**src/rtl/pot_scan_core.sv**
```systemverilog
// ============================================================================
// Module      : pot_scan_core
// Description : POKEY paddle scanner. Counts scan ticks per pot line from
//               capacitor release until threshold crossing or terminal count.
// Revision    : 1.0  initial release
// ============================================================================
`default_nettype none

module pot_scan_core #(
  parameter int POT_MAX    = 228,
  parameter int DUMP_TICKS = 2
) (
  input  logic       clk,
  input  logic       nreset,
  input  logic       enp,
  input  logic       en15,
  input  logic       potgo,
  input  logic       fast_scan,
  input  logic [7:0] pot_in,
  output logic       pot_dump,
  output logic [7:0] pot0,
  output logic [7:0] pot1,
  output logic [7:0] pot2,
  output logic [7:0] pot3,
  output logic [7:0] pot4,
  output logic [7:0] pot5,
  output logic [7:0] pot6,
  output logic [7:0] pot7,
  output logic [7:0] allpot
);

  localparam int              c_DW        = (DUMP_TICKS > 1) ? $clog2(DUMP_TICKS) : 1;
  localparam logic [c_DW-1:0] c_DUMP_LAST = c_DW'(DUMP_TICKS - 1);
  localparam logic [7:0]      c_POT_MAX   = 8'(POT_MAX);

  localparam logic [1:0] c_IDLE = 2'd0;
  localparam logic [1:0] c_DUMP = 2'd1;
  localparam logic [1:0] c_SCAN = 2'd2;

  logic [1:0]      r_state;
  logic [1:0]      w_state_nxt;
  logic [7:0]      r_pin_meta;
  logic [7:0]      r_pin_s;
  logic [7:0]      r_counter;
  logic [c_DW-1:0] r_dump_cnt;
  logic [7:0]      r_allpot;
  logic [63:0]     w_pots;

  logic       w_go;
  logic       w_tick;
  logic       w_dump_tick;
  logic       w_dump_done;
  logic       w_scan_tick;
  logic [7:0] w_cnt_inc;
  logic       w_term;
  logic [7:0] w_allpot_nxt;

  // potgo outranks any coincident tick, so every tick qualifier masks it out
  assign w_go         = enp & potgo;
  assign w_tick       = enp & (fast_scan | en15);
  assign w_dump_tick  = w_tick & ~w_go & (r_state == c_DUMP);
  assign w_dump_done  = w_dump_tick & (r_dump_cnt == c_DUMP_LAST);
  assign w_scan_tick  = w_tick & ~w_go & (r_state == c_SCAN);
  assign w_cnt_inc    = r_counter + 8'd1;
  assign w_term       = (w_cnt_inc == c_POT_MAX);
  assign w_allpot_nxt = w_term ? 8'h00 : (r_allpot & ~r_pin_s);

  always_ff @(posedge clk or negedge nreset) begin
    if (!nreset) begin
      r_pin_meta <= 8'h00;
      r_pin_s    <= 8'h00;
    end else begin
      r_pin_meta <= pot_in;
      r_pin_s    <= r_pin_meta;
    end
  end

  always_ff @(posedge clk or negedge nreset) begin
    if (!nreset) begin
      r_state <= c_IDLE;
    end else begin
      r_state <= w_state_nxt;
    end
  end

  always_comb begin
    w_state_nxt = r_state;
    if (w_go) begin
      w_state_nxt = c_DUMP;
    end else begin
      case (r_state)
        c_DUMP: if (w_dump_done) w_state_nxt = c_SCAN;
        c_SCAN: if (w_scan_tick && (w_allpot_nxt == 8'h00)) w_state_nxt = c_IDLE;
        default: w_state_nxt = c_IDLE;
      endcase
    end
  end

  always_comb begin
    pot_dump = (r_state != c_SCAN);
  end

  always_ff @(posedge clk or negedge nreset) begin
    if (!nreset) begin
      r_counter  <= 8'h00;
      r_dump_cnt <= '0;
      r_allpot   <= 8'h00;
    end else if (w_go) begin
      r_counter  <= 8'h00;
      r_dump_cnt <= '0;
      r_allpot   <= 8'hFF;
    end else begin
      if (w_dump_tick) begin
        if (w_dump_done) begin
          r_dump_cnt <= '0;
          r_counter  <= 8'h00;
        end else begin
          r_dump_cnt <= r_dump_cnt + c_DW'(1);
        end
      end
      if (w_scan_tick) begin
        r_counter <= w_cnt_inc;
        r_allpot  <= w_allpot_nxt;
      end
    end
  end

  // Lines still scanning and below threshold take the new count; on the
  // terminal tick that count is POT_MAX, which also latches the stragglers.
  for (genvar gi = 0; gi < 8; gi++) begin : g_pot
    logic [7:0] r_pot;
    always_ff @(posedge clk or negedge nreset) begin
      if (!nreset) begin
        r_pot <= 8'h00;
      end else if (w_go) begin
        r_pot <= 8'h00;
      end else if (w_scan_tick && r_allpot[gi] && !r_pin_s[gi]) begin
        r_pot <= w_cnt_inc;
      end
    end
    assign w_pots[gi*8 +: 8] = r_pot;
  end

  assign pot0   = w_pots[7:0];
  assign pot1   = w_pots[15:8];
  assign pot2   = w_pots[23:16];
  assign pot3   = w_pots[31:24];
  assign pot4   = w_pots[39:32];
  assign pot5   = w_pots[47:40];
  assign pot6   = w_pots[55:48];
  assign pot7   = w_pots[63:56];
  assign allpot = r_allpot;

endmodule

`default_nettype wire

```
**config.mk**
```make
export PLATFORM = sky130hd
export DESIGN_NAME = pot_scan_core
export DESIGN_NICKNAME = d
export VERILOG_FILES = /design/src/rtl/pot_scan_core.sv
export SDC_FILE = /design/constraint.sdc
export NUM_CORES = 1
export LEC_CHECK = 0
export BUFFER_PORTS_ARGS = -buffer_cell sky130_fd_sc_hd__buf_2
export CAP_MARGIN = 20
export CORE_UTILIZATION = 41
export CTS_CLUSTER_SIZE = 20
export DETAILED_ROUTE_END_ITERATION = 7
export SYNTH_ARGS = -nofsm -noshare
export SYNTH_HDL_FRONTEND = slang
export SYNTH_SLANG_ARGS = --single-unit
```
**constraint.sdc**
```tcl
create_clock -name clk -period 3.6 [get_ports clk]
set_clock_uncertainty 0.2 [all_clocks]
set_input_delay 0.36 -clock clk [delete_from_list [all_inputs] [get_ports clk]]
set_output_delay 0.36 -clock clk [all_outputs]
set_load 0.05 [all_outputs]
```
### After elaboration in Yosys (flattened, before gate mapping)

Cells that the tools add are included.

* input bits: 14
* word-level logic and storage cells: 102
* bits in registers: 99

* reductions and logical operators: 40
* add/sub/neg operators: 2
* bitwise gates (word level): 10
* multiplexer cells: 30
* eq/ne operators: 6

Operators with widths (count)
* $mux 8: 23
* $reduce_bool 2->1: 10
* $logic_and 1x1->1: 17
* $add 8x1->8 const B: 1
* $and 8x8->8: 1
* $eq 8x8->1 const B: 1
* $logic_not 1->1: 8
* $logic_not 8->1: 1
* $not 8->8: 1
* $and 1x1->1: 6
* $mux 2: 3
* $reduce_bool 3->1: 2
* $pmux 2 s2: 1
* $reduce_and 2->1: 2
* $mux 1: 3
* $ne 3x2->1 const B: 1
* $ne 3x3->1 const B: 1
* $eq 2x1->1 const B: 1
* $eq 2x2->1 const B: 1
* $ne 2x2->1 const B: 1
* $add 1x1->1 const B: 1
* $not 1->1: 1
* $or 1x1->1: 1

### Logic depth before layout (Yosys ltp)

Gate-level depths: netlist of run 1.

* depth after elaboration: 9
* mapped depth: 8

### Worst setup path before layout of run 1

OpenSTA, ideal clock, no wires.

* kind: register to register
* start: register r_counter[0]
* end: register r_allpot[7] (netlist: allpot[7])
* path slack: 1.172 ns
* library setup time: 0.126 ns
* cell stages (with the launch flop): 8
* buffers on the path: 1
* clock period less this slack: 2.428 ns
* arrival: 2.102 ns
* cell sequence: dfrtp_1 > ha_1 > nand3_2 > xor2_2 > nand2_1 > or4_1 > buf_2 > a221o_1

* cells in the longest elaborated chain, start to end: 5

Ends and longest elaborated chain
* start: declaration: RTL line 44 `logic [7:0] r_counter;`
* start signal: assignment: RTL line 122 `r_counter <= w_cnt_inc;`
* $add 8x1->8: RTL line 64 `assign w_cnt_inc = r_counter + 8'd1;`
* $eq 8x8->1: RTL line 65 `assign w_term = (w_cnt_inc == c_POT_MAX);`
* $mux 8: RTL line 66 `assign w_allpot_nxt = w_term ? 8'h00 : (r_allpot & ~r_pin_s);`
* $mux 8: RTL line 121 `if (w_scan_tick) begin`
* $mux 8: RTL line 108 `end else if (w_go) begin`
* end signal: assignment: RTL line 123 `r_allpot <= w_allpot_nxt;`
* end: declaration: RTL line 46 `logic [7:0] r_allpot;`

No other way between the ends. The select of a mux whose other input is x is not followed.
A chain may end at the register's enable or synchronous reset.

### Final worst setup path of run 1

Same ends and word-level chain as after synthesis.

==> results.json, run 1 <==
{
  "syn_nets": 377,
  "cts-root-buf": "clkbuf_8",
  "drv_cap": 0,
  "tns_ps": 0,
  "nets": 464,
  "synth_area_mm2": 0.00394,
  "grt_pass1_vias": 2876,
  "coreArea_mm2": 0.00928,
  "drt-total-wl_um": 9260,
  "place_congestion": 0.836,
  "grt_use_total_pct": 20.0,
  "syn_to_final_growth_pct": 21.0,
  "cts_tree": "yes",
  "dieArea_mm2": 0.0100,
  "ys_seq_elements": 99,
  "die_w_um": 100,
  "cts_max_level": 3,
  "cp-start-kind": "flip-flop",
  "vias": 2988,
  "cp.arrival_ps": 3100,
  "rows": 35,
  "numCtsBuffers": 9,
  "power_leakage_nw": 2.23,
  "clock_path_buffers": 2,
  "first_pass_iters": 4,
  "wl_per_cell_um": 15.9,
  "ys_warn_count": 0,
  "slew_headroom_pct": 33.0,
  "layout_min_cycle_time_ps": 3050,
  "drt-initial-drc-count": 138,
  "start_util_pct": 42.5,
  "antenna_left": 0,
  "hpwl_um": 6470,
  "hold_violations": 0,
  "dominantRegCellSynth": "dfrtp_1",
  "async_reset_ff_share_pct": 100,
  "dpl-instance-area_mm2": 0.00447,
  "netlist_instances": 361,
  "min_period_over_period_pct": 84.7,
  "clock_sinks": 99,
  "finalSetupViolCount": 0,
  "grt_pass1_wl_um": 15300,
  "regArea_mm2": 0.00248,
  "ys_seq_area_share_pct": 62.8,
  "worst-setup-path-type": "flip-flop to flip-flop",
  "drive_gt1_share_pct": 25.0,
  "grt_setup_unrepaired": "false",
  "clkTransAtPathRegs_ps": 90,
  "postSynthAreaPerCell_um2": 10.9,
  "status": "finished clean",
  "antenna_found_initial": 0,
  "crit_required_ps": 3650,
  "die_h_um": 100,
  "critical_path_peak_fanout": 15,
  "critPathCaptureType": "flip-flop",
  "multiInputGateArea_mm2": 0.00135,
  "power.density_mw_per_mm2": 431,
  "synth_cell_types": 39,
  "fillCellCount": 870,
  "drc": 0,
  "max-vdd-ir-drop_mv": 0.205,
  "worstHoldPathCells": 0,
  "antennaDiodeCount": 0,
  "grt_max_degree": 45,
  "design_area_mm2": 0.00477,
  "grt_overflow_total": 0,
  "post_cts_buffers": 0,
  "viasPerCell": 5.14,
  "io_buffer_count": 86,
  "rr_worst_depth": 6,
  "power_mw": 2.06,
  "dp_cells": 557,
  "io_pins": 87,
  "synth-edff-count": 0,
  "min_path_type": "flip-flop to flip-flop",
  "insertion_delay_ps": 360,
  "max_slew.worst_pin.slew_ps": 1000,
  "fmax_mhz": 328,
  "final_cells": 581,
  "maxSlewViolCount": 0
}
-- path summary, 6_finish.rpt --
check,start,end,slack [ps]
worst max-delay path,r_counter[0]$_DFFE_PN0P_,allpot[7]$_DFFE_PN0P_,550
worst min-delay path,r_pin_meta[3]$_DFF_PN0_,r_pin_s[3]$_DFF_PN0_,150
worst max register to register,r_counter[0]$_DFFE_PN0P_,allpot[7]$_DFFE_PN0P_,550
worst min register to register,r_pin_meta[3]$_DFF_PN0_,r_pin_s[3]$_DFF_PN0_,150
max in group asynchronous,nreset,pot4[5]$_DFFE_PN0P_,2030
min in group asynchronous,nreset,pot6[2]$_DFFE_PN0P_,350
-- cells by family (layout without fill, tap and decap cells) --
kind of cell / after synthesis / count (layout) / synth area share, %
and+or+nand+nor: 139 / 139 / 17.3
buffers and inverters: 27 / 118 / 3.05
xor gates and xnor gates: 8 / 8 / 2.16
DFF: 99 / 99 / 62.8
AOI/OAI and AO/OA: 86 / 86 / 14.1
adders and majority gates: 2 / 2 / 0.634
-- state kept, by name, indices dropped and copies added, names as in the netlist --
| register | flops |
|---|---|
| allpot | 8 |
| pot0 | 8 |
| pot1 | 8 |
| pot2 | 8 |
| pot3 | 8 |
| pot4 | 8 |
| pot5 | 8 |
| pot6 | 8 |
| pot7 | 8 |
| r_counter | 8 |
| r_pin_meta | 8 |
| r_pin_s | 8 |
| r_state | 2 |
| r_dump_cnt | 1 |
-- critical path, cell delays in order, from the launching register on --
cell,delay (ps)
dfrtp_1,640
ha_1,360
nand3_2,120
xor2_2,410
nand2_1,100
or4_1,710
a221o_1,380
-- per-stage QoR --
stage / util (%) / setup slack [ps] / hold slack, ps
final: 51.4 / 552 / 154
after global routing: 51.4 / 413 / 163
after CTS: 51.4 / 572 / 156
after detailed placement: 48.1 / 593 / 135
after global placement: 48.1 / 698 / 132
after floorplan: - / 1170 / -136
-- synth_stat cells, types with 3 or more instances --
| master | instances | area [um^2] |
|---|---|---|
| o21ai_0 | 42 | 210 |
| xor2_1 | 3 | 26.3 |
| nor2b_1 | 11 | 68.8 |
| nand2_1 | 42 | 158 |
| a221o_1 | 8 | 80.1 |
| clkbuf_1 | 18 | 67.6 |
| dfrtp_1 | 99 | 2480 |
| and2_0 | 7 | 43.8 |
| nor2_1 | 24 | 90.1 |
| buf_2 | 3 | 15.0 |
| a211oi_1 | 22 | 165 |
| a21oi_1 | 3 | 15.0 |
| inv_1 | 3 | 11.3 |
| o31ai_1 | 5 | 37.5 |
| nand3_1 | 39 | 195 |
| xnor2_1 | 3 | 26.3 |
-- repair_timing --
action / in CTS / in global routing
endpoints found under the hold margin: 50 / 0
hold buffers: 9 / 0
resized for setup: 0 / 0
-- layout make-up --
cell class / count / share of cell area [%]
Sequential cell: 99 / 51.9
Multi-Input combinational cell: 235 / 28.2
Timing Repair Buffer: 100 / 11.7
Tap cell: 129 / 3.38
Clock buffer: 9 / 2.60
Clock inverter: 6 / 1.91
Inverter: 3 / 0.236
-- layout by cell type, fill, tap and decap left out, drive strengths merged, types with 3 or more instances in the layout --
master,n
o31ai,5
inv,3
clkbuf,9
xor2,4
xnor2,4
nor2b,11
a211oi,22
and2,9
dfrtp,99
nand3,41
nor2,25
a21oi,3
dlygate4sd3,9
a221o,8
nand2,42
clkinvlp,3
o21ai,42
buf,91
-- routing by layer --
layer,GRT usage (%),routed length [um]
met4,5.35,72
met5,0,0
met3,4.53,548
met1,29.8,4500
met2,29.6,4150
-- report_power, final --
part           switching [mW]  internal [mW]
Combinational          0.0960         0.0431
Sequential             0.0163           1.14
Clock                   0.375          0.388
Total                   0.487           1.57
Note: power is estimated with default switching activity, not from simulation.
==> run 2: changes to the inputs <==
--- a/config.mk
+++ b/config.mk
@@ -5,6 +5,7 @@
 export SDC_FILE = /design/constraint.sdc
 export NUM_CORES = 1
 export LEC_CHECK = 0
+export ABC_AREA = 1
 export BUFFER_PORTS_ARGS = -buffer_cell sky130_fd_sc_hd__buf_2
 export CAP_MARGIN = 20
 export CORE_UTILIZATION = 41
==> constraint.sdc (replaced) <==
create_clock -name clk -period 2.9 [get_ports clk]
set_clock_uncertainty 0.2 [all_clocks]
set_input_delay 0.29 -clock clk [delete_from_list [all_inputs] [get_ports clk]]
set_output_delay 0.29 -clock clk [all_outputs]
set_load 0.05 [all_outputs]
==> results.json, run 2 <==
{
  "drt-total-wl_um": 8730,
  "antenna_left": 0,
  "insertion_delay_ps": 360,
  "max_slew.worst_pin.slew_ps": 896,
  "dominantRegCellSynth": "dfrtp_1",
  "worst-setup-path-type": "flip-flop to flip-flop",
  "critical_path_peak_fanout": 15,
  "layout_common_cells": "nand2_1 (100), dfrtp_1 (99), buf_2 (85)",
  "io_buffer_count": 86,
  "postSynthAreaPerCell_um2": 10.1,
  "synth.most_common_cell": "nand2_1",
  "timing.rr.start": "r_state[0]$_DFFE_PN0P_",
  "netlist_top_cells_count": "nand2_1 (100), dfrtp_1 (99), o21ai_0 (51)",
  "hold_violations": 0,
  "power.density_mw_per_mm2": 524,
  "async_reset_ff_share_pct": 100,
  "cp-start-kind": "flip-flop",
  "dpl-instance-area_mm2": 0.00436,
  "rr_worst_depth": 8,
  "crit_required_ps": 2930,
  "drt-initial-drc-count": 222,
  "cts_tree": "yes",
  "critPathCaptureType": "flip-flop",
  "synth_cell_types": 23,
  "die_h_um": 99.2,
  "synth_area_mm2": 0.00387,
  "grt_setup_unrepaired": "false",
  "nets": 495,
  "ys_seq_area_share_pct": 63.9,
  "grt_overflow_total": 0,
  "clock_sinks": 99,
  "slew_headroom_pct": 40.2,
  "max-vdd-ir-drop_mv": 0.254,
  "layout_min_cycle_time_ps": 1990,
  "wl_per_cell_um": 14.7,
  "cp.arrival_ps": 2020,
  "drv_cap": 0,
  "drive_gt1_share_pct": 26.7,
  "vias": 2952,
  "finalSetupViolCount": 0,
  "rows": 35,
  "grt_max_degree": 52,
  "reg2reg_slack_ps": 910,
  "tns_ps": 0,
  "cts_max_level": 3,
  "cp-startpoint": "r_state[0]$_DFFE_PN0P_",
  "status": "finished clean",
  "endpoint": "pot6[6]$_DFFE_PN0P_",
  "yosys-top-cells-area": "dfrtp_1 (64%), nand2_1 (9.7%), o21ai_0 (6.6%), inv_1 (3.6%), o21ai_2 (3.2%)",
  "ys_seq_elements": 99,
  "clock_path_buffers": 2,
  "antennaDiodeCount": 0,
  "fin_util_pct": 50.6,
  "dieArea_mm2": 0.00984,
  "io_pins": 87,
  "power_leakage_nw": 2.40,
  "dp_cells": 570,
  "viasPerCell": 4.96,
  "hold_slack_ps": 155,
  "design_area_mm2": 0.00465,
  "min_period_over_period_pct": 68.7,
  "first_pass_iters": 5,
  "coreArea_mm2": 0.00920,
  "ys_warn_count": 0,
  "final_common_cell": "nand2_1",
  "grt_pass1_wl_um": 14400,
  "synth.top_cell.area_share_pct": 63.9,
  "numCtsBuffers": 9,
  "place_congestion": 0.837,
  "final_cells": 595,
  "die_w_um": 99.2,
  "min_path_type": "flip-flop to flip-flop",
  "netlist_instances": 383,
  "synth_top_area_cell": "dfrtp_1",
  "clkTransAtPathRegs_ps": 100,
  "antenna_found_initial": 0,
  "grt_use_total_pct": 19.0,
  "start_util_pct": 42.1,
  "synth-edff-count": 0,
  "grt_pass1_vias": 2866,
  "worst_r2r_endpoint": "pot6[6]$_DFFE_PN0P_",
  "drc": 0,
  "syn_to_final_growth_pct": 20.0,
  "hpwl_um": 5990,
  "fmax_mhz": 502,
  "cts-root-buf": "clkbuf_8",
  "syn_nets": 399,
  "maxSlewViolCount": 0
}
## run 2: layer usage
layer / track usage [%] / vias to the layer above / share of wire [%]
li1: - / 1444 / -
met1: 26.3 / 1406 / 48
met2: 30.4 / 88 / 46
met3: 3.23 / 14 / 4.6
met4: 6.45 / 0 / 1.5
met5: 0 / - / 0
## run 2: cell type report
cell class	count	area [um^2]
clock buffer	11	151
clock inverter	5	45.0
fill	879	4550
inverter	40	150
multi-input combinational	232	1140
sequential	99	2480
tap	111	139
timing repair buffer	97	551
## run 2: worst min-delay path by stage
stage | startpoint | to | slack, ps | cells after the start
2_1_floorplan | nreset | allpot[0]$_DFFE_PN0P_ | -210 | 0
3_3_place_gp | r_pin_meta[7]$_DFF_PN0_ | r_pin_s[7]$_DFF_PN0_ | 130 | 0
3_5_place_dp | r_pin_meta[2]$_DFF_PN0_ | r_pin_s[2]$_DFF_PN0_ | 130 | 0
4_1_cts | r_pin_meta[2]$_DFF_PN0_ | r_pin_s[2]$_DFF_PN0_ | 160 | 0
5_1_grt | r_pin_meta[1]$_DFF_PN0_ | r_pin_s[1]$_DFF_PN0_ | 170 | 0
6_report | r_pin_meta[3]$_DFF_PN0_ | r_pin_s[3]$_DFF_PN0_ | 150 | 0
## run 2: per-stage QoR
step                power [mW]  setup WS [ps]
floorplan                 1.54           1050
finish                    2.44            906
detailed placement        1.60            864
CTS                       2.47            891
global placement          1.59            933
global route              2.54            659
## run 2: logic make-up after synthesis
| family | synth area share (%) |
|---|---|
| flip-flops | 63.9 |
| adder cells (fa/ha/maj) | 0.646 |
| AND/OR/NAND/NOR | 14.7 |
| buffers and inverters | 6.72 |
| AO/OA/AOI/OAI | 14.0 |
## run 2: critical path, stage by stage, from the launching register on
cell	delay, ps
dfrtp_1	390
nor2_1	100
inv_1	100
nor2_4	290
inv_2	200
o21ai_0	190
inv_1	210
nand2_1	110
o21ai_0	80
## run 2: timing repair
action / in CTS / in global routing
buffers inserted: 0 / 0
resized for setup: 0 / 0
hold buffers: 9 / 0
endpoints found under the hold margin: 56 / 0
## run 2: where the power goes
part	switching (mW)	total [mW]	internal, mW
Sequential	0.0105	1.41	1.40
Clock	0.491	0.862	0.371
Combinational	0.121	0.162	0.0411
==> run 3: changes to the inputs <==
--- a/config.mk
+++ b/config.mk
@@ -5,12 +5,13 @@
 export SDC_FILE = /design/constraint.sdc
 export NUM_CORES = 1
 export LEC_CHECK = 0
-export ABC_AREA = 1
+export ABC_AREA = 0
 export BUFFER_PORTS_ARGS = -buffer_cell sky130_fd_sc_hd__buf_2
 export CAP_MARGIN = 20
 export CORE_UTILIZATION = 41
 export CTS_CLUSTER_SIZE = 20
 export DETAILED_ROUTE_END_ITERATION = 7
+export PLACE_DENSITY = 0.66
 export SYNTH_ARGS = -nofsm -noshare
 export SYNTH_HDL_FRONTEND = slang
 export SYNTH_SLANG_ARGS = --single-unit
==> constraint.sdc (replaced) <==
create_clock -name clk -period 1.6 [get_ports clk]
set_clock_uncertainty 0.2 [all_clocks]
set_input_delay 0.16 -clock clk [delete_from_list [all_inputs] [get_ports clk]]
set_output_delay 0.16 -clock clk [all_outputs]
set_load 0.05 [all_outputs]
==> results.json, run 3 (same netlist as run 1, synthesis figures left out) <==
{
  "rows": 35,
  "antennaDiodeCount": 0,
  "clkTransAtPathRegs_ps": 100,
  "cp_cell_sequence": "ha_4 -> inv_1 -> nor3_1 -> a31oi_1 -> or4_4 -> buf_6 -> a221o_1",
  "grt_use_total_pct": 23.5,
  "power_leakage_nw": 2.92,
  "hpwl_um": 7150,
  "io_buffer_count": 86,
  "min_period_over_period_pct": 145,
  "drt-initial-drc-count": 124,
  "worst-path-buf-inv": 2,
  "final_common_cell": "dfrtp_1",
  "drt-total-wl_um": 11600,
  "critPathMaxStageDelay_ps": 560,
  "cp-startpoint": "r_counter[1]$_DFFE_PN0P_",
  "regArea_mm2": 0.00248,
  "antenna_found_initial": 0,
  "grt_pass1_vias": 3466,
  "fmax_mhz": 432,
  "critPathCaptureType": "flip-flop",
  "dpl-instance-area_mm2": 0.00522,
  "layout_common_cells": "dfrtp_1 (97), buf_2 (84), buf_4 (50)",
  "drv_cap": 0,
  "crit_slowest_cell": "or4_4",
  "crit_required_ps": 1640,
  "cts_tree": "yes",
  "cp-start-kind": "flip-flop",
  "cp.arrival_ps": 2360,
  "fin_util_pct": 68.5,
  "fin_ws_ps": -713,
  "nets": 548,
  "die_w_um": 100,
  "cts_max_level": 3,
  "max_slew.worst_pin.slew_ps": 503,
  "numCtsBuffers": 9,
  "place_congestion": 0.841,
  "min_path_type": "input port to flip-flop",
  "max-vdd-ir-drop_mv": 0.587,
  "grt_max_degree": 46,
  "layout_min_cycle_time_ps": 2310,
  "drc": 0,
  "maxSlewViolCount": 0,
  "drive_gt1_share_pct": 60.9,
  "status": "finished with violations",
  "slew_headroom_pct": 66.3,
  "multiInputGateArea_mm2": 0.00217,
  "power.density_mw_per_mm2": 754,
  "power_mw": 4.79,
  "dieArea_mm2": 0.0100,
  "start_util_pct": 42.5,
  "tns_ps": -28030,
  "insertion_delay_ps": 360,
  "hp-start": "potgo",
  "vias": 3525,
  "fillCellCount": 705,
  "clock_sinks": 99,
  "design_area_mm2": 0.00636,
  "worst-setup-path-type": "flip-flop to flip-flop",
  "grt_setup_unrepaired": "true",
  "syn_to_final_growth_pct": 61.2,
  "antenna_left": 0,
  "wl_per_cell_um": 17.4,
  "path_delay_family": "simple AND/OR/NAND/NOR gates",
  "viasPerCell": 5.29,
  "violations": "setup timing",
  "critical_path_peak_fanout": 6,
  "hold_violations": 0,
  "hold_slack_ps": 96.5,
  "grt_overflow_total": 0,
  "io_pins": 87,
  "timing.rr.start": "r_counter[1]$_DFFE_PN0P_",
  "clock_path_buffers": 2,
  "coreArea_mm2": 0.00928,
  "cts-root-buf": "clkbuf_8",
  "grt_pass1_wl_um": 17900,
  "finalSetupViolCount": 82,
  "first_pass_iters": 4,
  "die_h_um": 100
}
## run 3: cell count changes in the layout (fill, tap and decap cells not counted), moves of 10 or more
cell | previous run | this run
o21ai_0 | 51 | 2
buf_6 | 0 | 28
nand3_2 | 1 | 37
buf_4 | 2 | 50
nor2_2 | 1 | 11
nand3_1 | 11 | 1
o21ai_1 | 11 | 28
nand2_1 | 100 | 20
inv_1 | 37 | 2
a211oi_2 | 0 | 18
nand2_4 | 0 | 12
## run 3: cell type report
cell class,instances,area share (%)
clock inverter,6,1.30
clock buffer,10,2.16
tap,129,2.54
sequential,99,39.0
inverter,3,0.216
multi-input combinational,242,34.1
timing repair buffer,177,20.6
## run 3: report_power, final
part | total (mW) | internal [mW] | leakage (nW) | switching [mW]
registers | 2.60 | 2.56 | 1.30 | 0.0415
clock network | 1.73 | 0.798 | 0.108 | 0.931
logic | 0.462 | 0.165 | 1.51 | 0.297
## run 3: per-stage QoR
step,setup slack [ps],cells
2_1_floorplan,-668,361
3_3_place_gp,-686,612
3_5_place_dp,-740,612
4_1_cts,-659,658
5_1_grt,-784,666
6_report,-713,666
## run 3: worst register-to-register path, stage by stage (launching register included)
cell and delay (ps):
dfrtp_2 430, ha_4 190, inv_1 70, nor3_1 200
a31oi_1 90, or4_4 560, buf_6 150, a221o_1 320
## run 3: worst paths after layout
kind | to | slack, ps | depth (start not counted)
max reg2reg | allpot[5]$_DFFE_PN0P_ | -710 | 7
min in group asynchronous | pot5[1]$_DFFE_PN0P_ | 110 | 3
max in group asynchronous | pot4[3]$_DFFE_PN0P_ | 750 | 3
max | allpot[5]$_DFFE_PN0P_ | -710 | 7
min | r_state[0]$_DFFE_PN0P_ | 100 | 5
min reg2reg | r_pin_s[3]$_DFF_PN0_ | 160 | 0
## run 3: what timing repair did
item	4_1_cts	5_1_grt
endpoints found under the hold margin	107	0
setup buffers	12	14
pin swaps	61	34
endpoints found under the setup margin	82	82
gates resized for setup	89	79
gates cloned	10	1
hold buffers	9	0
## run 3: metal layers
metal  routed length, um  track usage, %  up-vias
met5                   0               0        -
li1                    -               -     1632
met2                5630            37.2       93
met3                 527            3.34       16
met4                 211            7.69        0
met1                5260            33.7     1784
